## config.mk

```make
export PLATFORM = sky130hd
export DESIGN_NAME = pe_issue_ctrl_flat
export DESIGN_NICKNAME = d
export VERILOG_FILES = /design/src/rtl/pe_issue_ctrl_if.sv /design/src/rtl/pe_issue_ctrl.sv /design/src/flat_wrapper.sv
export SDC_FILE = /design/constraint.sdc
export NUM_CORES = 1
export LEC_CHECK = 0
export ABC_AREA = 1
export CAP_MARGIN = 30
export CORE_UTILIZATION = 30
export DETAILED_ROUTE_END_ITERATION = 8
export SLEW_MARGIN = 0
export SYNTH_ARGS = -nofsm -noshare
export SYNTH_HDL_FRONTEND = slang
export SYNTH_SLANG_ARGS = --single-unit
```

## constraint.sdc

```tcl
create_clock -name clk -period 8.45 [get_ports clk]
set_clock_uncertainty 0.05 [all_clocks]
set_input_delay 1.2675 -clock clk [delete_from_list [all_inputs] [get_ports clk]]
set_output_delay 1.2675 -clock clk [all_outputs]
set_load 0.02 [all_outputs]
```

## src/rtl/pe_issue_ctrl_if.sv

```systemverilog
// Command and response streams between dispatch logic and pe_issue_ctrl.
// slave is the controller side, master is the dispatch/consumer side.
interface pe_issue_ctrl_if #(
  parameter int WIDTH = 16
);
  logic             cmd_valid;
  logic             cmd_ready;
  logic [3:0]       cmd_opcode;
  logic [WIDTH-1:0] cmd_a;
  logic [WIDTH-1:0] cmd_b;
  logic             rsp_valid;
  logic             rsp_ready;
  logic [WIDTH-1:0] rsp_data;
  logic             rsp_err;
  logic [7:0]       rsp_tag;

  modport slave (
    input  cmd_valid, cmd_opcode, cmd_a, cmd_b, rsp_ready,
    output cmd_ready, rsp_valid, rsp_data, rsp_err, rsp_tag
  );

  modport master (
    output cmd_valid, cmd_opcode, cmd_a, cmd_b, rsp_ready,
    input  cmd_ready, rsp_valid, rsp_data, rsp_err, rsp_tag
  );
endinterface

```

## src/rtl/pe_issue_ctrl.sv

```systemverilog
// Queues PE commands, issues them one at a time to a combinational PE,
// waits SETTLE cycles and returns the captured result with a sequence tag.
module pe_issue_ctrl #(
  parameter int WIDTH  = 16,
  parameter int DEPTH  = 4,
  parameter int SETTLE = 1
) (
  input  logic                     clk,
  input  logic                     rst_n,
  pe_issue_ctrl_if.slave           io,
  output logic [3:0]               pe_opcode,
  output logic [WIDTH-1:0]         pe_a,
  output logic [WIDTH-1:0]         pe_b,
  input  logic [WIDTH-1:0]         pe_result,
  output logic                     busy,
  output logic [$clog2(DEPTH):0]   fifo_level
);
  localparam int AW = $clog2(DEPTH);
  localparam int CW = (SETTLE > 1) ? $clog2(SETTLE) : 1;

  typedef struct packed {
    logic [3:0]       op;
    logic [WIDTH-1:0] a;
    logic [WIDTH-1:0] b;
    logic [7:0]       tag;
  } cmd_t;

  typedef enum logic [1:0] {IDLE, ISSUE, RESP} state_t;

  cmd_t             mem [DEPTH];
  logic [AW-1:0]    wr_ptr, rd_ptr;
  logic [AW:0]      count;
  logic [7:0]       tag_cnt;
  logic             full, empty, push, pop;
  cmd_t             head;
  logic             head_legal;

  state_t           state, state_nxt;
  logic [CW-1:0]    cnt;
  logic [7:0]       cur_tag;
  logic             load_pe, load_err, capture, rsp_clr;

  logic             rsp_valid_q, rsp_err_q;
  logic [WIDTH-1:0] rsp_data_q;
  logic [7:0]       rsp_tag_q;

  assign full         = (count == (AW+1)'(DEPTH));
  assign empty        = (count == '0);
  // No passthrough: a full FIFO refuses even when the head pops this cycle.
  assign io.cmd_ready = rst_n && !full;
  assign push         = io.cmd_valid && io.cmd_ready;
  assign pop          = (state == IDLE) && !empty;
  assign head         = mem[rd_ptr];
  assign head_legal   = (head.op == 4'b0001 || head.op == 4'b0011 ||
                         head.op == 4'b0101 || head.op == 4'b0111) &&
                        !(head.op == 4'b0111 && head.b == '0);

  always_ff @(posedge clk) begin
    if (push) mem[wr_ptr] <= '{op: io.cmd_opcode, a: io.cmd_a, b: io.cmd_b, tag: tag_cnt};
  end

  always_ff @(posedge clk or negedge rst_n) begin
    if (!rst_n) begin
      wr_ptr  <= '0;
      rd_ptr  <= '0;
      count   <= '0;
      tag_cnt <= '0;
    end else begin
      if (push) begin
        wr_ptr  <= wr_ptr + 1'b1;
        tag_cnt <= tag_cnt + 8'd1;
      end
      if (pop) rd_ptr <= rd_ptr + 1'b1;
      case ({push, pop})
        2'b10:   count <= count + 1'b1;
        2'b01:   count <= count - 1'b1;
        default: count <= count;
      endcase
    end
  end

  always_ff @(posedge clk or negedge rst_n) begin
    if (!rst_n) state <= IDLE;
    else        state <= state_nxt;
  end

  always_comb begin
    state_nxt = state;
    load_pe   = 1'b0;
    load_err  = 1'b0;
    capture   = 1'b0;
    rsp_clr   = 1'b0;
    case (state)
      IDLE: if (!empty) begin
        if (head_legal) begin
          load_pe   = 1'b1;
          state_nxt = ISSUE;
        end else begin
          load_err  = 1'b1;
          state_nxt = RESP;
        end
      end
      ISSUE: if (cnt == '0) begin
        capture   = 1'b1;
        state_nxt = RESP;
      end
      RESP: if (rsp_valid_q && io.rsp_ready) begin
        rsp_clr   = 1'b1;
        state_nxt = IDLE;
      end
      default: state_nxt = IDLE;
    endcase
  end

  // pe_* only change on a legal issue so the PE inputs never glitch between commands.
  always_ff @(posedge clk or negedge rst_n) begin
    if (!rst_n) begin
      pe_opcode   <= '0;
      pe_a        <= '0;
      pe_b        <= '0;
      cnt         <= '0;
      cur_tag     <= '0;
      rsp_valid_q <= 1'b0;
      rsp_err_q   <= 1'b0;
      rsp_data_q  <= '0;
      rsp_tag_q   <= '0;
    end else begin
      if (load_pe) begin
        pe_opcode <= head.op;
        pe_a      <= head.a;
        pe_b      <= head.b;
        cnt       <= CW'(SETTLE-1);
        cur_tag   <= head.tag;
      end else if (state == ISSUE && cnt != '0) begin
        cnt <= cnt - 1'b1;
      end
      if (load_err) begin
        rsp_valid_q <= 1'b1;
        rsp_err_q   <= 1'b1;
        rsp_data_q  <= '0;
        rsp_tag_q   <= head.tag;
      end else if (capture) begin
        rsp_valid_q <= 1'b1;
        rsp_err_q   <= 1'b0;
        rsp_data_q  <= pe_result;
        rsp_tag_q   <= cur_tag;
      end else if (rsp_clr) begin
        rsp_valid_q <= 1'b0;
      end
    end
  end

  assign io.rsp_valid = rsp_valid_q;
  assign io.rsp_err   = rsp_err_q;
  assign io.rsp_data  = rsp_data_q;
  assign io.rsp_tag   = rsp_tag_q;
  assign busy         = (state != IDLE) || !empty;
  assign fifo_level   = count;
endmodule

```

## src/flat_wrapper.sv

```systemverilog
// flat-port wrapper written by rule: the top's interface ports become plain ports
module pe_issue_ctrl_flat 
#(
  parameter int WIDTH  = 16,
  parameter int DEPTH  = 4,
  parameter int SETTLE = 1
)
  (clk, rst_n, pe_opcode, pe_a, pe_b, pe_result, busy, fifo_level, io_cmd_valid, io_cmd_opcode, io_cmd_a, io_cmd_b, io_rsp_ready, io_cmd_ready, io_rsp_valid, io_rsp_data, io_rsp_err, io_rsp_tag);
  pe_issue_ctrl_if #(.WIDTH(WIDTH)) io_i ();
  input  logic clk;
  input  logic rst_n;
  output logic [3:0] pe_opcode;
  output logic [WIDTH-1:0] pe_a;
  output logic [WIDTH-1:0] pe_b;
  input  logic [WIDTH-1:0] pe_result;
  output logic busy;
  output logic [$clog2(DEPTH):0] fifo_level;
  input wire logic [$bits(io_i.cmd_valid)-1:0] io_cmd_valid;
  input wire logic [$bits(io_i.cmd_opcode)-1:0] io_cmd_opcode;
  input wire logic [$bits(io_i.cmd_a)-1:0] io_cmd_a;
  input wire logic [$bits(io_i.cmd_b)-1:0] io_cmd_b;
  input wire logic [$bits(io_i.rsp_ready)-1:0] io_rsp_ready;
  output wire logic [$bits(io_i.cmd_ready)-1:0] io_cmd_ready;
  output wire logic [$bits(io_i.rsp_valid)-1:0] io_rsp_valid;
  output wire logic [$bits(io_i.rsp_data)-1:0] io_rsp_data;
  output wire logic [$bits(io_i.rsp_err)-1:0] io_rsp_err;
  output wire logic [$bits(io_i.rsp_tag)-1:0] io_rsp_tag;
  assign io_i.cmd_valid = io_cmd_valid;
  assign io_i.cmd_opcode = io_cmd_opcode;
  assign io_i.cmd_a = io_cmd_a;
  assign io_i.cmd_b = io_cmd_b;
  assign io_i.rsp_ready = io_rsp_ready;
  assign io_cmd_ready = io_i.cmd_ready;
  assign io_rsp_valid = io_i.rsp_valid;
  assign io_rsp_data = io_i.rsp_data;
  assign io_rsp_err = io_i.rsp_err;
  assign io_rsp_tag = io_i.rsp_tag;
  pe_issue_ctrl #(.WIDTH(WIDTH), .DEPTH(DEPTH), .SETTLE(SETTLE)) u_core (.clk(clk), .rst_n(rst_n), .io(io_i), .pe_opcode(pe_opcode), .pe_a(pe_a), .pe_b(pe_b), .pe_result(pe_result), .busy(busy), .fifo_level(fifo_level));
endmodule
```

==> impl_metrics.json, run 1 <==
{
  "fp.dieW_um": 190,
  "path_max_fanout": 65,
  "crit_path_end_kind": "flop",
  "rr_endpoint": "u_core.cur_tag[6]",
  "vias": 6860,
  "synth_cell_type_count": 33,
  "maxSlewHeadroom": 0.370,
  "cp_cell_sequence": "inv_2 > buf_4 > nand2_1 > nand3_1 > nand2_1 > nand2_1 > nor2_1 > nand3_1 > or2_2 > nand3_4 > nand2_1 > nand2_1",
  "drt_wl_total_um": 24300,
  "gr-total-overflow": 0,
  "p_leak_nw": 5.31,
  "regToRegSetupSlack_ps": 4200,
  "final_core_util": 0.380,
  "hold_path_end": "u_core.cur_tag[4]",
  "antenna_found_initial": 1,
  "syn_nets": 990,
  "ctsResizeCount": 0,
  "rsz0062_at_grt": "false",
  "grt_pass1_wl_um": 38600,
  "vdd_drop_max_v": 0.000192,
  "fin_ws_ps": 4200,
  "final_cell_area_sq_mm": 0.0132,
  "io_pins": 123,
  "cp.depth": 12,
  "worst_pin_slew_ps": 944,
  "grtUsageTotal": 0.136,
  "fin_crit_sh": 0.504,
  "cellPowerDensity_mw_per_mm2": 379,
  "cts_buffers": 27,
  "layout.nets": 1099,
  "die_area_sq_mm": 0.0361,
  "yosysSeqAreaShare": 0.705,
  "crit_buf_inv": 2,
  "crit_type": "flop to flop",
  "yosys-top-cells-count": "281 x nand2_1, 176 x edfxtp_1, 88 x dfrtp_1",
  "synth_top_area_frac": 0.498,
  "clock_sinks": 264,
  "drc": 0,
  "period_minus_slack_ps": 4250,
  "ys_ff_latch": 264,
  "numPortBuffers": 122,
  "grt_max_degree": 67,
  "max_stage_delay_ps": 800,
  "synthArstFlopShare": 0.333,
  "nFillCells": 3427,
  "post_synth_instance_area_sq_mm": 0.0106,
  "cts_tree": "built",
  "status": "finished, final reports clean",
  "synthFlopType": "edfxtp_1",
  "slew_viol_final": 0,
  "r2r_start": "u_core.rd_ptr[0]",
  "grt_pass1_vias": 6845,
  "place_congestion": 0.706,
  "drive_above_1_share": 0.0776,
  "clockRootBuffer": "clkbuf_16",
  "viasPerCell": 4.53,
  "detail_route.wl_per_cell_um": 16.0,
  "htreeDepth": 1,
  "dieHeight_um": 190,
  "crit_top_cell": "nand2_1",
  "hold_viol_final": 0,
  "synth_area_per_cell_sq_um": 11.4,
  "post_cts_buffers": 0,
  "path_delay_family": "simple AND/OR/NAND/NOR gates",
  "syn2layout_area_growth_pct": 24.5,
  "dp_slack_ps": 4190,
  "maxCapViolCount": 0,
  "hp-class": "flop to flop",
  "clk_latency_ps": 540,
  "initial_utilization": 0.306,
  "synthTopCellsByArea": "edfxtp_1 50%, dfrtp_1 21%, nand2_1 9.9%",
  "fin_tns_setup_ps": 0,
  "arrival_ps": 4620,
  "firstDrtPassIters": 4,
  "start_kind": "flop",
  "r2r_cells": 12,
  "dp_hpwl_um": 14500,
  "syn_inst": 927,
  "rows": 68,
  "synth_top_area_cell": "edfxtp_1",
  "crit_path_top_delay_cell": "nand3_4",
  "clock.fmax_ghz": 0.235,
  "drtIter0Drc": 494,
  "postPlaceCellArea_sq_mm": 0.0122,
  "whs_ps": 422,
  "path_clk_slew_ps": 60,
  "ys_warn_count": 0,
  "cts.path.max_buffers": 3,
  "required_ps": 8810,
  "worstHoldStart": "u_core.cur_tag[4]",
  "postCtsHoldBufs": 0,
  "min_delay_path_depth": 2,
  "synth-edff-count": 176,
  "post-synth-top-count-cell": "nand2_1",
  "final_antenna_net_count": 0,
  "core_area_sq_mm": 0.0347,
  "setup_violations": 0
}
==> cell usage in the layout (no fill, tap or decap), drive strengths merged <==
cell type and count:
nor3 2, fa 1, o21ai 34, diode 2
o221ai 2, xnor2 6, buf 13, clkbuf 30
clkinvlp 4, nor2 47, nand4 43, nand3 75
mux2 1, o21bai 1, xor2 6, a32oi 8
o22ai 16, a31oi 1, clkinv 11, and3 1
ha 6, a21oi 11, edfxtp 176, or2 2
dfrtp 88, inv 53, clkdlybuf4s50 121, nand2 292
bufinv 6
==> flip-flops by register name (all words and copies together), names as in the netlist, 2 cells and up <==
signal	cells
u_core.cur_tag	8
u_core.fifo_level	3
u_core.io.rsp_data	16
u_core.io.rsp_tag	8
u_core.mem	176
u_core.pe_a	16
u_core.pe_b	16
u_core.pe_opcode	4
u_core.rd_ptr	2
u_core.state	2
u_core.tag_cnt	8
u_core.wr_ptr	2
==> power by group <==
group | switching, mW | internal [mW]
Clock | 0.497 | 0.778
Sequential | 0.175 | 1.70
Combinational | 1.20 | 0.661
==> layer usage <==
| metal | share of wire | routed length (um) | vias up | GRT usage |
|---|---|---|---|---|
| li1 | - | - | 3403 | - |
| met1 | 0.46 | 11100 | 3249 | 0.187 |
| met2 | 0.47 | 11300 | 180 | 0.221 |
| met3 | 0.062 | 1500 | 28 | 0.0269 |
| met4 | 0.016 | 387 | 0 | 0.0304 |
| met5 | 0 | 0 | - | 0 |
==> cells by family (layout without fill, tap and decap cells) <==
group | count (synthesis) | in the layout | share of synthesized area
and+or+nand+nor | 462 | 462 | 0.188
DFF | 264 | 264 | 0.705
buffers and inverters | 108 | 238 | 0.0457
AOI/OAI and AO/OA | 73 | 73 | 0.0413
xor gates and xnor gates | 12 | 12 | 0.00990
adders and majority gates | 7 | 7 | 0.00896
muxes | 1 | 1 | 0.00106
other | 0 | 2 | 0
==> stage by stage <==
stage / total power [mW] / instances
floorplan: 3.10 / 927
global placement: 3.75 / 1462
detailed placement: 3.79 / 1462
CTS: 5.08 / 1512
global route: 5.35 / 1512
finish: 5.01 / 1514
==> worst reg2reg max path, delay by kind of cell (launching register included) <==
kind          cells  cell delay (ps)
buf+inv           2              990
simple gates     10             2530
flops             1              560
==> layout make-up <==
type / count / area, sq um / share of cell area
Timing Repair Buffer: 134 / 1310 / 0.0991
Clock inverter: 20 / 260 / 0.0197
Tap cell: 455 / 569 / 0.0431
Antenna cell: 2 / 5.00 / 0.000379
Multi-Input combinational cell: 555 / 2680 / 0.203
Clock buffer: 30 / 697 / 0.0528
Sequential cell: 264 / 7490 / 0.567
Inverter: 54 / 203 / 0.0153
==> worst max-delay path by stage <==
stage                              to             start  slack, ps
finish              u_core.cur_tag[6]  u_core.rd_ptr[0]       4200
global route               u_core.cnt  u_core.rd_ptr[0]       3790
CTS                 u_core.cur_tag[6]  u_core.rd_ptr[0]       4190
detailed placement    u_core.pe_a[12]  u_core.rd_ptr[0]       4190
global placement           u_core.cnt  u_core.rd_ptr[0]       4220
floorplan            u_core.mem[0][0]             rst_n       3960
Power figures use the tool's default switching activity.
==> run 2: changes to the inputs <==
==> constraint.sdc (replaced) <==
create_clock -name clk -period 3.7 [get_ports clk]
set_clock_uncertainty 0.05 [all_clocks]
set_input_delay 0.555 -clock clk [delete_from_list [all_inputs] [get_ports clk]]
set_output_delay 0.555 -clock clk [all_outputs]
set_load 0.02 [all_outputs]
==> impl_metrics.json, run 2 (synthesis gave the netlist of run 1 again) <==
{
  "period_minus_slack_ps": 3030,
  "p_seq_frac": 0.373,
  "crit_type": "flop to flop",
  "share_comb_of_total_power": 0.379,
  "vias": 6891,
  "cp_cell_sequence": "buf_4 > or2_2 > nand3_1 > nand2_1 > nand2_1 > nor2_1 > nand3_1 > or2_2 > nand3_4 > nand2_1 > nand2_1",
  "firstDrtPassIters": 4,
  "numPortBuffers": 122,
  "final_common_cell": "nand2_1",
  "rsz0062_at_grt": "false",
  "clk_latency_ps": 540,
  "regMostFlops": "u_core.mem",
  "post_cts_buffers": 0,
  "die_area_sq_mm": 0.0361,
  "internal-power_mw": 7.13,
  "grt_max_degree": 57,
  "largest_reg_flops": 176,
  "crit_path_top_delay_cell": "nand3_4",
  "slew_viol_final": 0,
  "initial_utilization": 0.306,
  "switching_share": 0.374,
  "drc": 0,
  "io_pins": 123,
  "diodes": 0,
  "ctsResizeCount": 0,
  "clockRootBuffer": "clkbuf_16",
  "grtUsageTotal": 0.134,
  "cts_tree": "built",
  "dieHeight_um": 190,
  "worst_pin_slew_ps": 797,
  "grt_pass1_vias": 6792,
  "layout_common_cells": "281 x nand2_1, 176 x edfxtp_1, 121 x clkdlybuf4s50_1, 87 x dfrtp_1, 74 x nand3_1",
  "path_max_fanout": 56,
  "crit_top_cell": "nand2_1",
  "status": "finished, final reports clean",
  "htreeDepth": 1,
  "maxSlewHeadroom": 0.468,
  "met3_usage": 0.0273,
  "hold_viol_final": 0,
  "clock_sinks": 264,
  "cts_buffers": 27,
  "fin_crit_sh": 0.820,
  "fp.dieW_um": 190,
  "rows": 68,
  "syn2layout_area_growth_pct": 25.0,
  "clock.fmax_ghz": 0.330,
  "start_kind": "flop",
  "hp-class": "primary input to async pin",
  "core_area_sq_mm": 0.0347,
  "drive_above_1_share": 0.0836,
  "drtIter0Drc": 435,
  "path_clk_slew_ps": 60,
  "vdd_drop_max_v": 0.000490,
  "max_stage_delay_ps": 640,
  "arrival_ps": 3390,
  "nFillCells": 3408,
  "crit_path_end_kind": "flop",
  "met1_usage": 0.179,
  "maxCapViolCount": 0,
  "met2_usage": 0.220,
  "gr-total-overflow": 0,
  "final_core_util": 0.382,
  "grt_pass1_wl_um": 38100,
  "total_power_mw": 11.4,
  "p_leak_nw": 5.35,
  "grt-busiest-layer": "met2",
  "cts.path.max_buffers": 3,
  "pwr-share-clk": 0.247,
  "required_ps": 4050,
  "place_congestion": 0.710,
  "net-switching-power_mw": 4.26,
  "cellPowerDensity_mw_per_mm2": 859,
  "detail_route.wl_per_cell_um": 15.7,
  "viasPerCell": 4.54,
  "drt_wl_total_um": 23800,
  "layout.nets": 1106,
  "final_antenna_net_count": 0,
  "setup_violations": 0,
  "postCtsHoldBufs": 0,
  "antenna_found_initial": 0,
  "dp_hpwl_um": 14100
}
## run 2: final cells by class
| type | count | area, sq um | share of cell area |
|---|---|---|---|
| Sequential cell | 264 | 7490 | 0.564 |
| Timing Repair Buffer | 141 | 1390 | 0.104 |
| Clock inverter | 15 | 166 | 0.0125 |
| Multi-Input combinational cell | 555 | 2680 | 0.202 |
| Inverter | 54 | 203 | 0.0153 |
| Clock buffer | 35 | 777 | 0.0586 |
| Tap cell | 455 | 569 | 0.0429 |
## run 2: path summary, 6_finish.rpt
kind                                    endpoint  slack, ps  cells after the start               from
setup / recovery                  u_core.pe_b[9]        670                     11   u_core.rd_ptr[0]
hold / removal             u_core.io.rsp_data[4]         20                      2              rst_n
setup reg to reg                  u_core.pe_b[9]        670                     11   u_core.rd_ptr[0]
hold reg to reg                u_core.cur_tag[3]        420                      2  u_core.cur_tag[3]
max in group asynchronous       u_core.rd_ptr[0]       2400                      3              rst_n
min in group clk               u_core.cur_tag[3]        420                      2  u_core.cur_tag[3]
## run 2: per-stage QoR
stage	hold WS [ps]	instance area (sq um)	TNS, ps	worst slack, ps	cells
after floorplan	209	10600	-27510	-156	927
after global placement	405	12300	0	686	1469
after detailed placement	408	12300	0	648	1469
after CTS	22.1	13300	0	621	1519
after global routing	43.7	13300	0	284	1519
final	20.0	13300	0	666	1519
## run 2: power groups by stage
stage	Clock, mW	Combinational [mW]	Sequential [mW]
floorplan	0	2.42	4.66
detailed placement	0	4.38	4.31
global placement	0	4.31	4.30
global route	3.00	4.85	4.33
CTS	2.88	4.39	4.26
finish	2.82	4.32	4.25
## run 2: critical path, delay by kind of cell (launching register included)
family	cells	cell delay, ps
buf+inv	1	320
simple gates	10	2110
flops	1	400
## run 2: metal layers
| metal | wire length [um] | part of all wire | vias to the layer above |
|---|---|---|---|
| met2 | 10900 | 0.46 | 172 |
| li1 | - | - | 3413 |
| met5 | 0 | 0 | - |
| met3 | 1410 | 0.059 | 36 |
| met1 | 11000 | 0.46 | 3270 |
| met4 | 527 | 0.022 | 0 |
